$ cat src/rtl/module_mem_arbiter_multicycle_if.sv
// rtl/module_mem_arbiter_multicycle_if.sv - requester ports and memory-macro side of the arbiter
interface module_mem_arbiter_multicycle_if #(
    parameter int DATA_W    = 32,
    parameter int ADDR_W    = 32,
    parameter int MEM_WORDS = 1024
);
    localparam int MA_W = $clog2(MEM_WORDS);

    logic              req0_i;
    logic              req1_i;
    logic              we0_i;
    logic              we1_i;
    logic [ADDR_W-1:0] addr0_i;
    logic [ADDR_W-1:0] addr1_i;
    logic [DATA_W-1:0] wdata0_i;
    logic [DATA_W-1:0] wdata1_i;
    logic              ack0_o;
    logic              ack1_o;
    logic              err0_o;
    logic              err1_o;
    logic [DATA_W-1:0] rdata_o;
    logic              mem_en_o;
    logic              mem_we_o;
    logic [MA_W-1:0]   mem_addr_o;
    logic [DATA_W-1:0] mem_wdata_o;
    logic [DATA_W-1:0] mem_rdata_i;
    logic              busy_o;

    modport slave (
        input  req0_i, req1_i, we0_i, we1_i, addr0_i, addr1_i, wdata0_i, wdata1_i, mem_rdata_i,
        output ack0_o, ack1_o, err0_o, err1_o, rdata_o,
        output mem_en_o, mem_we_o, mem_addr_o, mem_wdata_o, busy_o
    );

    modport master (
        output req0_i, req1_i, we0_i, we1_i, addr0_i, addr1_i, wdata0_i, wdata1_i, mem_rdata_i,
        input  ack0_o, ack1_o, err0_o, err1_o, rdata_o,
        input  mem_en_o, mem_we_o, mem_addr_o, mem_wdata_o, busy_o
    );
endinterface

$ cat src/rtl/module_mem_arbiter_multicycle.sv
// rtl/module_mem_arbiter_multicycle.sv - round-robin two-master arbiter for a fixed-latency single-port memory
module module_mem_arbiter_multicycle #(
    parameter int DATA_W    = 32,
    parameter int ADDR_W    = 32,
    parameter int MEM_WORDS = 1024,
    parameter int MEM_LAT   = 1
) (
    input logic clk_i,
    input logic rst_i,
    module_mem_arbiter_multicycle_if.slave bus
);
    localparam int MA_W  = $clog2(MEM_WORDS);
    localparam int CNT_W = (MEM_LAT > 2) ? $clog2(MEM_LAT) : 1;
    localparam logic [CNT_W-1:0]  WAIT_LOAD  = CNT_W'((MEM_LAT > 1) ? (MEM_LAT - 2) : 0);
    localparam logic [ADDR_W-1:0] ADDR_LIMIT = ADDR_W'(MEM_WORDS * 4);

    localparam logic [1:0] S_IDLE  = 2'd0;
    localparam logic [1:0] S_ISSUE = 2'd1;
    localparam logic [1:0] S_WAIT  = 2'd2;
    localparam logic [1:0] S_ACK   = 2'd3;

    logic [1:0]        state;
    logic              gnt_id;
    logic              last_served;
    logic              lat_we;
    logic [ADDR_W-1:0] lat_addr;
    logic [DATA_W-1:0] lat_wdata;
    logic [CNT_W-1:0]  wait_cnt;
    logic [DATA_W-1:0] rdata_q;

    logic illegal;
    logic grant1;
    logic issue_ok;
    logic ack_read;

    assign illegal  = (lat_addr[1:0] != 2'b00) || (lat_addr >= ADDR_LIMIT);
    assign issue_ok = (state == S_ISSUE) && !illegal;
    assign ack_read = (state == S_ACK) && !lat_we && !illegal;

    // Port 1 wins when it is alone, or on a tie when port 0 was served last.
    assign grant1 = bus.req1_i && (!bus.req0_i || !last_served);

    always_ff @(posedge clk_i or negedge rst_i) begin
        if (!rst_i) begin
            state       <= S_IDLE;
            gnt_id      <= 1'b0;
            last_served <= 1'b1;
            lat_we      <= 1'b0;
            lat_addr    <= '0;
            lat_wdata   <= '0;
            wait_cnt    <= '0;
            rdata_q     <= '0;
        end else begin
            case (state)
                S_IDLE: begin
                    if (bus.req0_i || bus.req1_i) begin
                        gnt_id      <= grant1;
                        last_served <= grant1;
                        lat_we      <= grant1 ? bus.we1_i    : bus.we0_i;
                        lat_addr    <= grant1 ? bus.addr1_i  : bus.addr0_i;
                        lat_wdata   <= grant1 ? bus.wdata1_i : bus.wdata0_i;
                        state       <= S_ISSUE;
                    end
                end
                S_ISSUE: begin
                    if (illegal || (MEM_LAT == 1)) begin
                        state <= S_ACK;
                    end else begin
                        wait_cnt <= WAIT_LOAD;
                        state    <= S_WAIT;
                    end
                end
                S_WAIT: begin
                    if (wait_cnt == '0) begin
                        state <= S_ACK;
                    end else begin
                        wait_cnt <= wait_cnt - CNT_W'(1);
                    end
                end
                S_ACK: begin
                    if (ack_read) begin
                        rdata_q <= bus.mem_rdata_i;
                    end
                    state <= S_IDLE;
                end
                default: state <= S_IDLE;
            endcase
        end
    end

    // Strobes decode straight from state so an async reset drops them immediately.
    assign bus.mem_en_o    = issue_ok;
    assign bus.mem_we_o    = issue_ok && lat_we;
    assign bus.mem_addr_o  = lat_addr[MA_W+1:2];
    assign bus.mem_wdata_o = lat_wdata;

    assign bus.ack0_o = (state == S_ACK) && !gnt_id;
    assign bus.ack1_o = (state == S_ACK) && gnt_id;
    assign bus.err0_o = (state == S_ACK) && !gnt_id && illegal;
    assign bus.err1_o = (state == S_ACK) && gnt_id && illegal;

    assign bus.rdata_o = ack_read ? bus.mem_rdata_i : rdata_q;
    assign bus.busy_o  = (state != S_IDLE);
endmodule

$ cat src/flat_wrapper.sv
// flat-port wrapper written by rule: the top's interface ports become plain ports
module module_mem_arbiter_multicycle_flat 
#(
    parameter int DATA_W    = 32,
    parameter int ADDR_W    = 32,
    parameter int MEM_WORDS = 1024,
    parameter int MEM_LAT   = 1
)
  (clk_i, rst_i, bus_req0_i, bus_req1_i, bus_we0_i, bus_we1_i, bus_addr0_i, bus_addr1_i, bus_wdata0_i, bus_wdata1_i, bus_mem_rdata_i, bus_ack0_o, bus_ack1_o, bus_err0_o, bus_err1_o, bus_rdata_o, bus_mem_en_o, bus_mem_we_o, bus_mem_addr_o, bus_mem_wdata_o, bus_busy_o);
  module_mem_arbiter_multicycle_if #(.DATA_W(DATA_W), .ADDR_W(ADDR_W), .MEM_WORDS(MEM_WORDS)) bus_i ();
  input logic clk_i;
  input logic rst_i;
  input wire logic [$bits(bus_i.req0_i)-1:0] bus_req0_i;
  input wire logic [$bits(bus_i.req1_i)-1:0] bus_req1_i;
  input wire logic [$bits(bus_i.we0_i)-1:0] bus_we0_i;
  input wire logic [$bits(bus_i.we1_i)-1:0] bus_we1_i;
  input wire logic [$bits(bus_i.addr0_i)-1:0] bus_addr0_i;
  input wire logic [$bits(bus_i.addr1_i)-1:0] bus_addr1_i;
  input wire logic [$bits(bus_i.wdata0_i)-1:0] bus_wdata0_i;
  input wire logic [$bits(bus_i.wdata1_i)-1:0] bus_wdata1_i;
  input wire logic [$bits(bus_i.mem_rdata_i)-1:0] bus_mem_rdata_i;
  output wire logic [$bits(bus_i.ack0_o)-1:0] bus_ack0_o;
  output wire logic [$bits(bus_i.ack1_o)-1:0] bus_ack1_o;
  output wire logic [$bits(bus_i.err0_o)-1:0] bus_err0_o;
  output wire logic [$bits(bus_i.err1_o)-1:0] bus_err1_o;
  output wire logic [$bits(bus_i.rdata_o)-1:0] bus_rdata_o;
  output wire logic [$bits(bus_i.mem_en_o)-1:0] bus_mem_en_o;
  output wire logic [$bits(bus_i.mem_we_o)-1:0] bus_mem_we_o;
  output wire logic [$bits(bus_i.mem_addr_o)-1:0] bus_mem_addr_o;
  output wire logic [$bits(bus_i.mem_wdata_o)-1:0] bus_mem_wdata_o;
  output wire logic [$bits(bus_i.busy_o)-1:0] bus_busy_o;
  assign bus_i.req0_i = bus_req0_i;
  assign bus_i.req1_i = bus_req1_i;
  assign bus_i.we0_i = bus_we0_i;
  assign bus_i.we1_i = bus_we1_i;
  assign bus_i.addr0_i = bus_addr0_i;
  assign bus_i.addr1_i = bus_addr1_i;
  assign bus_i.wdata0_i = bus_wdata0_i;
  assign bus_i.wdata1_i = bus_wdata1_i;
  assign bus_i.mem_rdata_i = bus_mem_rdata_i;
  assign bus_ack0_o = bus_i.ack0_o;
  assign bus_ack1_o = bus_i.ack1_o;
  assign bus_err0_o = bus_i.err0_o;
  assign bus_err1_o = bus_i.err1_o;
  assign bus_rdata_o = bus_i.rdata_o;
  assign bus_mem_en_o = bus_i.mem_en_o;
  assign bus_mem_we_o = bus_i.mem_we_o;
  assign bus_mem_addr_o = bus_i.mem_addr_o;
  assign bus_mem_wdata_o = bus_i.mem_wdata_o;
  assign bus_busy_o = bus_i.busy_o;
  module_mem_arbiter_multicycle #(.DATA_W(DATA_W), .ADDR_W(ADDR_W), .MEM_WORDS(MEM_WORDS), .MEM_LAT(MEM_LAT)) u_core (.clk_i(clk_i), .rst_i(rst_i), .bus(bus_i));
endmodule
$ cat config.mk
export PLATFORM = sky130hd
export DESIGN_NAME = module_mem_arbiter_multicycle_flat
export DESIGN_NICKNAME = d
export VERILOG_FILES = /design/src/rtl/module_mem_arbiter_multicycle_if.sv /design/src/rtl/module_mem_arbiter_multicycle.sv /design/src/flat_wrapper.sv
export SDC_FILE = /design/constraint.sdc
export NUM_CORES = 1
export LEC_CHECK = 0
export ABC_AREA = 0
export CAP_MARGIN = 20
export CORE_MARGIN = 3
export CORE_UTILIZATION = 41
export DETAILED_ROUTE_END_ITERATION = 16
export HOLD_SLACK_MARGIN = 0.12
export PLACE_DENSITY = 0.8
export REMOVE_ABC_BUFFERS = 1
export SLEW_MARGIN = 10
export SYNTH_ARGS = -nofsm -noshare
export SYNTH_HDL_FRONTEND = slang
export SYNTH_SLANG_ARGS = --single-unit
$ cat constraint.sdc
create_clock -name clk_i -period 3.6 [get_ports clk_i]
set_input_delay 1.08 -clock clk_i [delete_from_list [all_inputs] [get_ports clk_i]]
set_output_delay 1.08 -clock clk_i [all_outputs]
set_load 0.02 [all_outputs]
# --- After elaboration in Yosys (flattened, before gate mapping) ---
# Cells that the tools add are included.
classes:
  add_sub_neg: 1
  n_lt_le_gt_ge: 1
  n_eq_ne: 5
  n_mux: 8
  n_reduce_logical: 22
ops:
  columns: ["cell", "count"]
  rows:
  - ["two-way mux 32 bit", 3]
  - [">= comparator 32 x 13 -> 1 bit, second input constant", 1]
  - ["logical AND 1 bit", 9]
  - ["one-hot mux 2 bit (4 select lines)", 1]
  - ["zero test 1 bit", 5]
  - ["== test 2 bit, second input constant", 2]
  - ["two-way mux 2 bit", 2]
  - ["AND reduction 2 bit", 2]
  - ["nonzero test 2 bit", 2]
  - ["logical OR 1 bit", 3]
  - ["== test 2 x 1 -> 1 bit, second input constant", 1]
  - ["zero test 2 bit", 1]
  - ["two-way mux 1 bit", 2]
  - ["inequality test 2 x 1 -> 1 bit, second input constant", 1]
  - ["inequality test 2 bit, second input constant", 1]
  - ["subtractor 1 bit, second input constant", 1]
totals:
  regBits: 102
  word_cells: 45

# --- Longest topological paths before layout ---
# Gate-level depths: netlist of run 1.
depth:
  depth_word: 5
  depth_mapped: 7
  mapped_depth_nobuf: 6

# --- Least setup slack after synthesis of run 1 ---
# Ideal clock, no wire load.
synth_timing:
  path_type: "register to output"
  startpoint: "register u_core.lat_addr[16]"
  endpoint: "output port bus_rdata_o[1]"
  arrival_ns: 2.007
  setup_slack_ns: 0.513
  stages_incl_launch_ff: 6
  path_buffers: 1
  cell_sequence: "dfrtp_1 nor4_1 nand4_1 nor4_4 buf_6 mux2_1"
synth_via:
  elab_chain_cells: 5
synth_rtl:
  columns: ["element", "line", "source"]
  rows:
  - ["from (decl)", "module_mem_arbiter_multicycle.sv:26", "logic [ADDR_W-1:0] lat_addr;"]
  - ["from (signal assigned)", "module_mem_arbiter_multicycle.sv:60", "lat_addr <= grant1 ? bus.addr1_i : bus.addr0_i;"]
  - [">= comparator 32 x 13 -> 1 bit", "module_mem_arbiter_multicycle.sv:36", "assign illegal = (lat_addr[1:0] != 2'b00) || (lat_addr >= ADDR_LIMIT);"]
  - ["logical OR 1 bit", "module_mem_arbiter_multicycle.sv:36", null]
  - ["zero test 1 bit", "module_mem_arbiter_multicycle.sv:38", "assign ack_read = (state == S_ACK) && !lat_we && !illegal;"]
  - ["logical AND 1 bit", "module_mem_arbiter_multicycle.sv:38", null]
  - ["two-way mux 32 bit", "module_mem_arbiter_multicycle.sv:102", "assign bus.rdata_o = ack_read ? bus.mem_rdata_i : rdata_q;"]
  - ["to (decl)", "flat_wrapper.sv:26", "output wire logic [$bits(bus_i.rdata_o)-1:0] bus_rdata_o;"]
# No other way between the ends.

# --- Worst setup path after layout of run 1 ---
layout_timing:
  startpoint: "register u_core.lat_addr[16]"
  endpoint: "output port bus_mem_en_o"
layout_via:
  elab_chain_cells: 4
layout_rtl:
  columns: ["element", "line", "source"]
  rows:
  - [">= comparator 32 x 13 -> 1 bit", "module_mem_arbiter_multicycle.sv:36", null]
  - ["logical OR 1 bit", "module_mem_arbiter_multicycle.sv:36", null]
  - ["zero test 1 bit", "module_mem_arbiter_multicycle.sv:37", "assign issue_ok = (state == S_ISSUE) && !illegal;"]
  - ["logical AND 1 bit", "module_mem_arbiter_multicycle.sv:37", null]
  - ["to (decl)", "flat_wrapper.sv:27", "output wire logic [$bits(bus_i.mem_en_o)-1:0] bus_mem_en_o;"]
# No other way between the ends.

==> results.yml, run 1 <==
outcome:
  outcome: "finished clean"
place:
  place_ws_ns: 0.0851
  routabilityCongestion: 0.876
  port_buffers: 246
  dp_cells: 792
  post-dp-hpwl_mm: 10.5
layout:
  nets: 833
  final-seq-area_mm2: 0.00253
  layout.cells.non_filler: 812
  fill_cells: 873
  fin_util: 0.674
  multi_input_area_mm2: 0.00218
  area_delta_synth_final_pct: 58.8
  drive_gt1_frac: 0.160
  diodes: 0
critical_path:
  worstSetupStartpointType: "flip-flop"
  crit_path_end_kind: "output port"
  cp.required_ns: 2.52
  arrival_ns: 2.42
  path_class: "reg -> out"
  worstPathMaxFanout: 4
global_route:
  grt_pass1_vias: 4135
  grt_max_degree: 76
  antenna_found_initial: 1
  grt_use_total: 0.201
  gr-usage-met2: 0.352
  top_usage_layer: "met2"
  met1_usage: 0.240
  grt_use_met3: 0.0674
  grt_overflow: 0
  grt_first_pass_wirelength_mm: 20.9
synth:
  ys_seq_area_frac: 0.515
  synth-seq-cells: 101
  yosys.cell_types.count: 26
  synthTopCellsByArea: "dfrtp_1 (51%), mux2_2 (14%), mux2i_1 (13%)"
  synth_adder_area_share: 0.00764
  synth.area.mux_share: 0.282
  synth_top_family_by_area: "multiplexers"
  synth_cells: 429
  ys_warn_count: 0
  yosys.area.top_type_share: 0.510
  synth_area_per_cell_um2: 11.4
  synth_compound_area_frac: 0.0739
  synth_area_mm2: 0.00491
  synth_top_area_cell: "dfrtp_1"
  synthXorXnorAreaFrac: 0
  synthSimpleGateAreaFrac: 0.0726
job:
  maxCapViolations: 0
clock_tree:
  cts_num_sinks: 101
  htreeDepth: 3
  cts-buffers-inserted: 9
  hold_buffers: 0
  cts_buffer_depth: 2
  clkTransAtPathRegs_ns: 0.07
  insertion_delay_ns: 0.33
  cts_tree: "yes"
  root_buffer: "clkbuf_16"
sta:
  report.final.slew_viol_count: 0
  holdWs_ns: 0.476
  setup_slack_ns: 0.0956
  setup_viol: 0
  slew_headroom: 0.571
  hold_violations: 0
  period_needed_ns: 3.50
  tightest_slew_ns: 0.643
  fmax_ghz: 0.285
  fin_skew_ns: 0.0102
  layout_worst_path_cycle_share: 0.973
floorplanning:
  die_w_um: 115
  row_count: 39
  coreArea_mm2: 0.0116
  dieArea_mm2: 0.0133
  start_util: 0.425
  fp.dieH_um: 115
  io_pins: 247
route:
  route.detailed.wl_per_inst_um: 16.7
  drc: 0
  vias_per_cell: 4.87
  ant_nets: 0
  drtIter0Drc: 151
  via_count: 3957
  wl_mm: 13.5
  dr.pass1.iters: 4
power:
  power_leakage_nw: 3.55
  powerDensity_mw_per_mm2: 588
  ir_worst_vdd_mv: 0.300
min_path:
  hold_class: "reg -> reg"
## flip-flops by register name, indices dropped and copies added (netlist names)
register and count:
u_core.lat_we 1, u_core.lat_addr 32, u_core.last_served 1, u_core.state 2, u_core.gnt_id 1, u_core.rdata_q 32
u_core.bus.mem_wdata_o 32
## area by class of cell
cell class	count	area share
clock buffers	10	0.0294
well taps	143	0.0229
inverters	4	0.00192
clock inverters	6	0.0122
flip-flops and latches	101	0.324
repair buffers	261	0.329
multi-input cells	287	0.280
## path summary, 6_finish.rpt
kind,cells after the start,end,slack (ns),from
worst max-delay path,6,bus_mem_en_o,0.1,u_core.lat_addr[16]
min in group asynchronous,1,u_core.rdata_q[19],0.76,rst_i
worst min register to register,2,u_core.bus.mem_wdata_o[1],0.48,u_core.bus.mem_wdata_o[1]
max in group asynchronous,2,u_core.last_served,2.09,rst_i
worst max register to register,8,u_core.rdata_q[5],1.21,u_core.lat_addr[16]
worst min-delay path,2,u_core.bus.mem_wdata_o[1],0.48,u_core.bus.mem_wdata_o[1]
## per-stage QoR
step           total power (W)  setup TNS (ns)  cell area [µm²]
3_5_place_dp           0.00357               0             7460
4_1_cts                0.00465               0             7800
6_report               0.00458               0             7800
3_3_place_gp           0.00351               0             7460
2_1_floorplan          0.00272         -303.47             4680
5_1_grt                0.00489         -0.0408             7800
## cell usage in the layout, fill, tap and decap left out, drive strengths merged
cell / n
buf: 25
dfstp: 1
and3: 1
clkbuf: 10
nor2: 4
a21boi: 1
mux2i: 65
inv: 6
nand2: 66
dlygate4sd2: 1
clkdlybuf4s15: 22
dfrtp: 100
clkinvlp: 2
bufinv: 2
ha: 3
nor3: 2
mux2: 65
nand4: 1
o21ai: 66
nor2b: 1
and2: 2
clkdlybuf4s50: 213
a31oi: 1
a21oi: 2
nor4: 6
a22o: 1
## cells in the mapped netlist, drive strengths merged
cell    instances
a21boi          1
o21ai          66
inv             4
dfrtp         100
a22o            1
ha              3
nor3            2
nand2          66
nor2b           1
buf            23
nor4            6
mux2           65
and3            1
nand4           1
a21oi           2
dfstp           1
clkbuf         14
nor2            4
mux2i          65
a31oi           1
and2            2
## metal layers
| layer | routed length (µm) | up-vias |
|---|---|---|
| li1 | - | 1956 |
| met1 | 5280 | 1804 |
| met2 | 6670 | 180 |
| met3 | 1390 | 13 |
| met4 | 165 | 4 |
| met5 | 34 | - |
## what timing repair did
action,CTS,global route
pin swaps,3,1
gates cloned,2,0
setup endpoints to repair,32,33
resized for setup,62,24
setup buffers,3,0
## worst max-delay path: stages (launching register included)
cell	delay (ns)
dfrtp_1	0.40
nor4_2	0.30
nand4_1	0.23
buf_4	0.20
nor2_2	0.19
and2_1	0.17
clkdlybuf4s50_1	0.61
## cells by family after synthesis
| group | Yosys count |
|---|---|
| mux | 130 |
| buf+inv | 41 |
| flops | 101 |
| simple gates | 83 |
| fa+ha+maj | 3 |
| compound gates | 71 |
## power breakdown
group | switching, W | internal, W
clock | 0.000424 | 0.000617
combinational | 0.000940 | 0.000879
sequential | 0.000213 | 0.00151
total | 0.00158 | 0.00301
No activity file was read; power rests on OpenSTA's default activity.
==> run 2, diff against run 1 <==
- ABC_AREA: 0 -> 1
==> results.yml, run 2 <==
power:
  ir_worst_vdd_mv: 0.399
  powerDensity_mw_per_mm2: 616
  finalPower_w: 0.00477
  power_leakage_nw: 3.15
route:
  via_count: 4732
  ant_nets: 0
  drtIter0Drc: 221
  drc: 0
  wl_mm: 14.8
  vias_per_cell: 4.94
  route.detailed.wl_per_inst_um: 15.5
  dr.pass1.iters: 4
clock_tree:
  root_buffer: "clkbuf_16"
  cts_tree: "yes"
  cts_buffer_depth: 2
  htreeDepth: 3
  cts_num_sinks: 101
  hold_buffers: 0
  post_cts_buffers: 0
  insertion_delay_ns: 0.34
  cts-buffers-inserted: 9
  clkTransAtPathRegs_ns: 0.06
layout:
  nets: 980
  final_cell_mix: "nand2_1 (232), clkdlybuf4s50_1 (212), dfrtp_1 (100)"
  drive_gt1_frac: 0.0774
  fill_cells: 931
  final_common_cell: "nand2_1"
  diodes: 0
  area_delta_synth_final_pct: 57.5
  layout.cells.non_filler: 957
sta:
  setup_viol: 0
  rsz0062_at_grt: "false"
  fmax_ghz: 0.304
  finalSetupTns_ns: 0
  layout_worst_path_cycle_share: 0.913
  fin_skew_ns: 0.00911
  period_needed_ns: 3.29
  slew_headroom: 0.551
  tightest_slew_ns: 0.673
  hold_violations: 0
  report.final.slew_viol_count: 0
place:
  port_buffers: 246
  routabilityCongestion: 0.798
  post-dp-hpwl_mm: 10.6
  dp_cells: 941
job:
  maxCapViolations: 0
global_route:
  top_usage_layer: "met2"
  grt_use_met3: 0.0783
  grt_overflow: 0
  grt_max_degree: 127
  grt_pass1_vias: 4807
  grt_first_pass_wirelength_mm: 23.0
  met1_usage: 0.246
  antenna_found_initial: 0
  gr-usage-met2: 0.379
  grt_use_total: 0.216
critical_path:
  crit_family: "buffers and inverters"
  worstSetupStartpointType: "flip-flop"
  crit_path_end_kind: "output port"
  worstPathMaxFanout: 32
  cp.required_ns: 2.52
  critPathMaxStageDelay_ns: 0.45
  path_buf_inv: 3
  path_class: "reg -> out"
  crit_chain: "ha_1 > inv_2 > nor2_4 > buf_4 > nand3_1 > nand2_1 > dlygate4sd2_1"
  reg2reg_slack_ns: 1.69
  arrival_ns: 2.21
  crit_slowest_cell: "buf_4"
synth:
  yosys.cell_types.count: 22
  yosys.area.top_type_share: 0.509
  synth.top_cells.by_count: "nand2_1 (232), dfrtp_1 (100), nor2_1 (79), a31oi_1 (62), nand3_2 (30)"
  synth_area_mm2: 0.00492
  ys_seq_area_frac: 0.514
  synth_top_area_cell: "dfrtp_1"
  synth_edf_count: 0
  synth-seq-cells: 101
  synth_cells: 593
  synthTopCellsByArea: "dfrtp_1 (51%), nand2_1 (18%), a31oi_1 (7.9%)"
  synth_flop_cell: "dfrtp_1"
  ys_warn_count: 0
  yosysMostFrequentCell: "nand2_1"
  synth_area_per_cell_um2: 8.30
  synthArstFlopShare: 1.00
min_path:
  hold_class: "reg -> reg"
floorplanning:
  start_util: 0.426
  io_pins: 247
  row_count: 39
  dieArea_mm2: 0.0134
  coreArea_mm2: 0.0116
  fp.dieH_um: 116
  die_w_um: 116
outcome:
  outcome: "finished clean"
[run 2: routing by layer]
metal  vias to the layer above  wire length, µm  part of all wire
met1                      2191             5740              0.39
met5                         -                0                 0
met4                         0              265             0.018
met3                        19             1480              0.10
li1                       2337                -                 -
met2                       185             7360              0.50
[run 2: kinds of logic (layout without fill, tap and decap cells)]
family | after synthesis | in the layout | synth area share
AND/OR/NAND/NOR | 351 | 351 | 0.312
AO/OA/AOI/OAI | 74 | 74 | 0.0933
buffers and inverters | 64 | 285 | 0.0727
adder cells (fa/ha/maj) | 3 | 3 | 0.00763
flip-flops | 101 | 101 | 0.514
[run 2: worst register-to-register path: cells and delay by family, from the launching register on]
kind / cells / cell delay [ns]
AO/OA/AOI/OAI: 3 / 0.62
adder cells (fa/ha/maj): 1 / 0.20
buffers and inverters: 3 / 0.60
flip-flops: 1 / 0.39
[run 2: repair_timing]
action | in CTS | in global routing
cloned | 0 | 1
gates resized for setup | 4 | 29
setup endpoints to repair | 4 | 29
pin swaps | 0 | 0
[run 2: path summary, 6_finish.rpt]
| kind | start | endpoint | cells past startpoint |
|---|---|---|---|
| setup / recovery | u_core.state[0] | bus_rdata_o[0] | 7 |
| hold / removal | u_core.rdata_q[12] | u_core.rdata_q[12] | 2 |
| setup reg to reg | u_core.state[1] | u_core.lat_we | 7 |
| hold reg to reg | u_core.rdata_q[12] | u_core.rdata_q[12] | 2 |
| max in group asynchronous | rst_i | u_core.bus.mem_wdata_o[4] | 2 |
| min in group asynchronous | rst_i | u_core.bus.mem_wdata_o[28] | 2 |
[run 2: per-stage QoR]
stage | utilization | hold WS (ns) | cell area (µm²) | worst slack [ns]
after floorplan | - | 0.444 | 4630 | -1.55
after global placement | 0.637 | 0.456 | 7370 | 0.183
after detailed placement | 0.637 | 0.461 | 7370 | 0.165
after CTS | 0.660 | 0.474 | 7630 | 0.00279
after global routing | 0.670 | 0.500 | 7750 | 0.147
final | 0.670 | 0.473 | 7750 | 0.313
[run 2: layout make-up]
cell class,count,area [µm²],share of cell area
Timing Repair Buffer,254,2660,0.343
Sequential cell,101,2530,0.326
Multi-Input combinational cell,428,2060,0.265
Clock buffer,13,260,0.0336
Tap cell,143,179,0.0231
Inverter,17,63.8,0.00823
Clock inverter,1,7.51,0.000969
[run 2: power by group]
part | total, W | switching [W] | internal (W)
Sequential | 0.00175 | 0.000214 | 0.00153
Clock | 0.000901 | 0.000401 | 0.000500
Combinational | 0.00212 | 0.00117 | 0.000957
Total | 0.00477 | 0.00178 | 0.00299
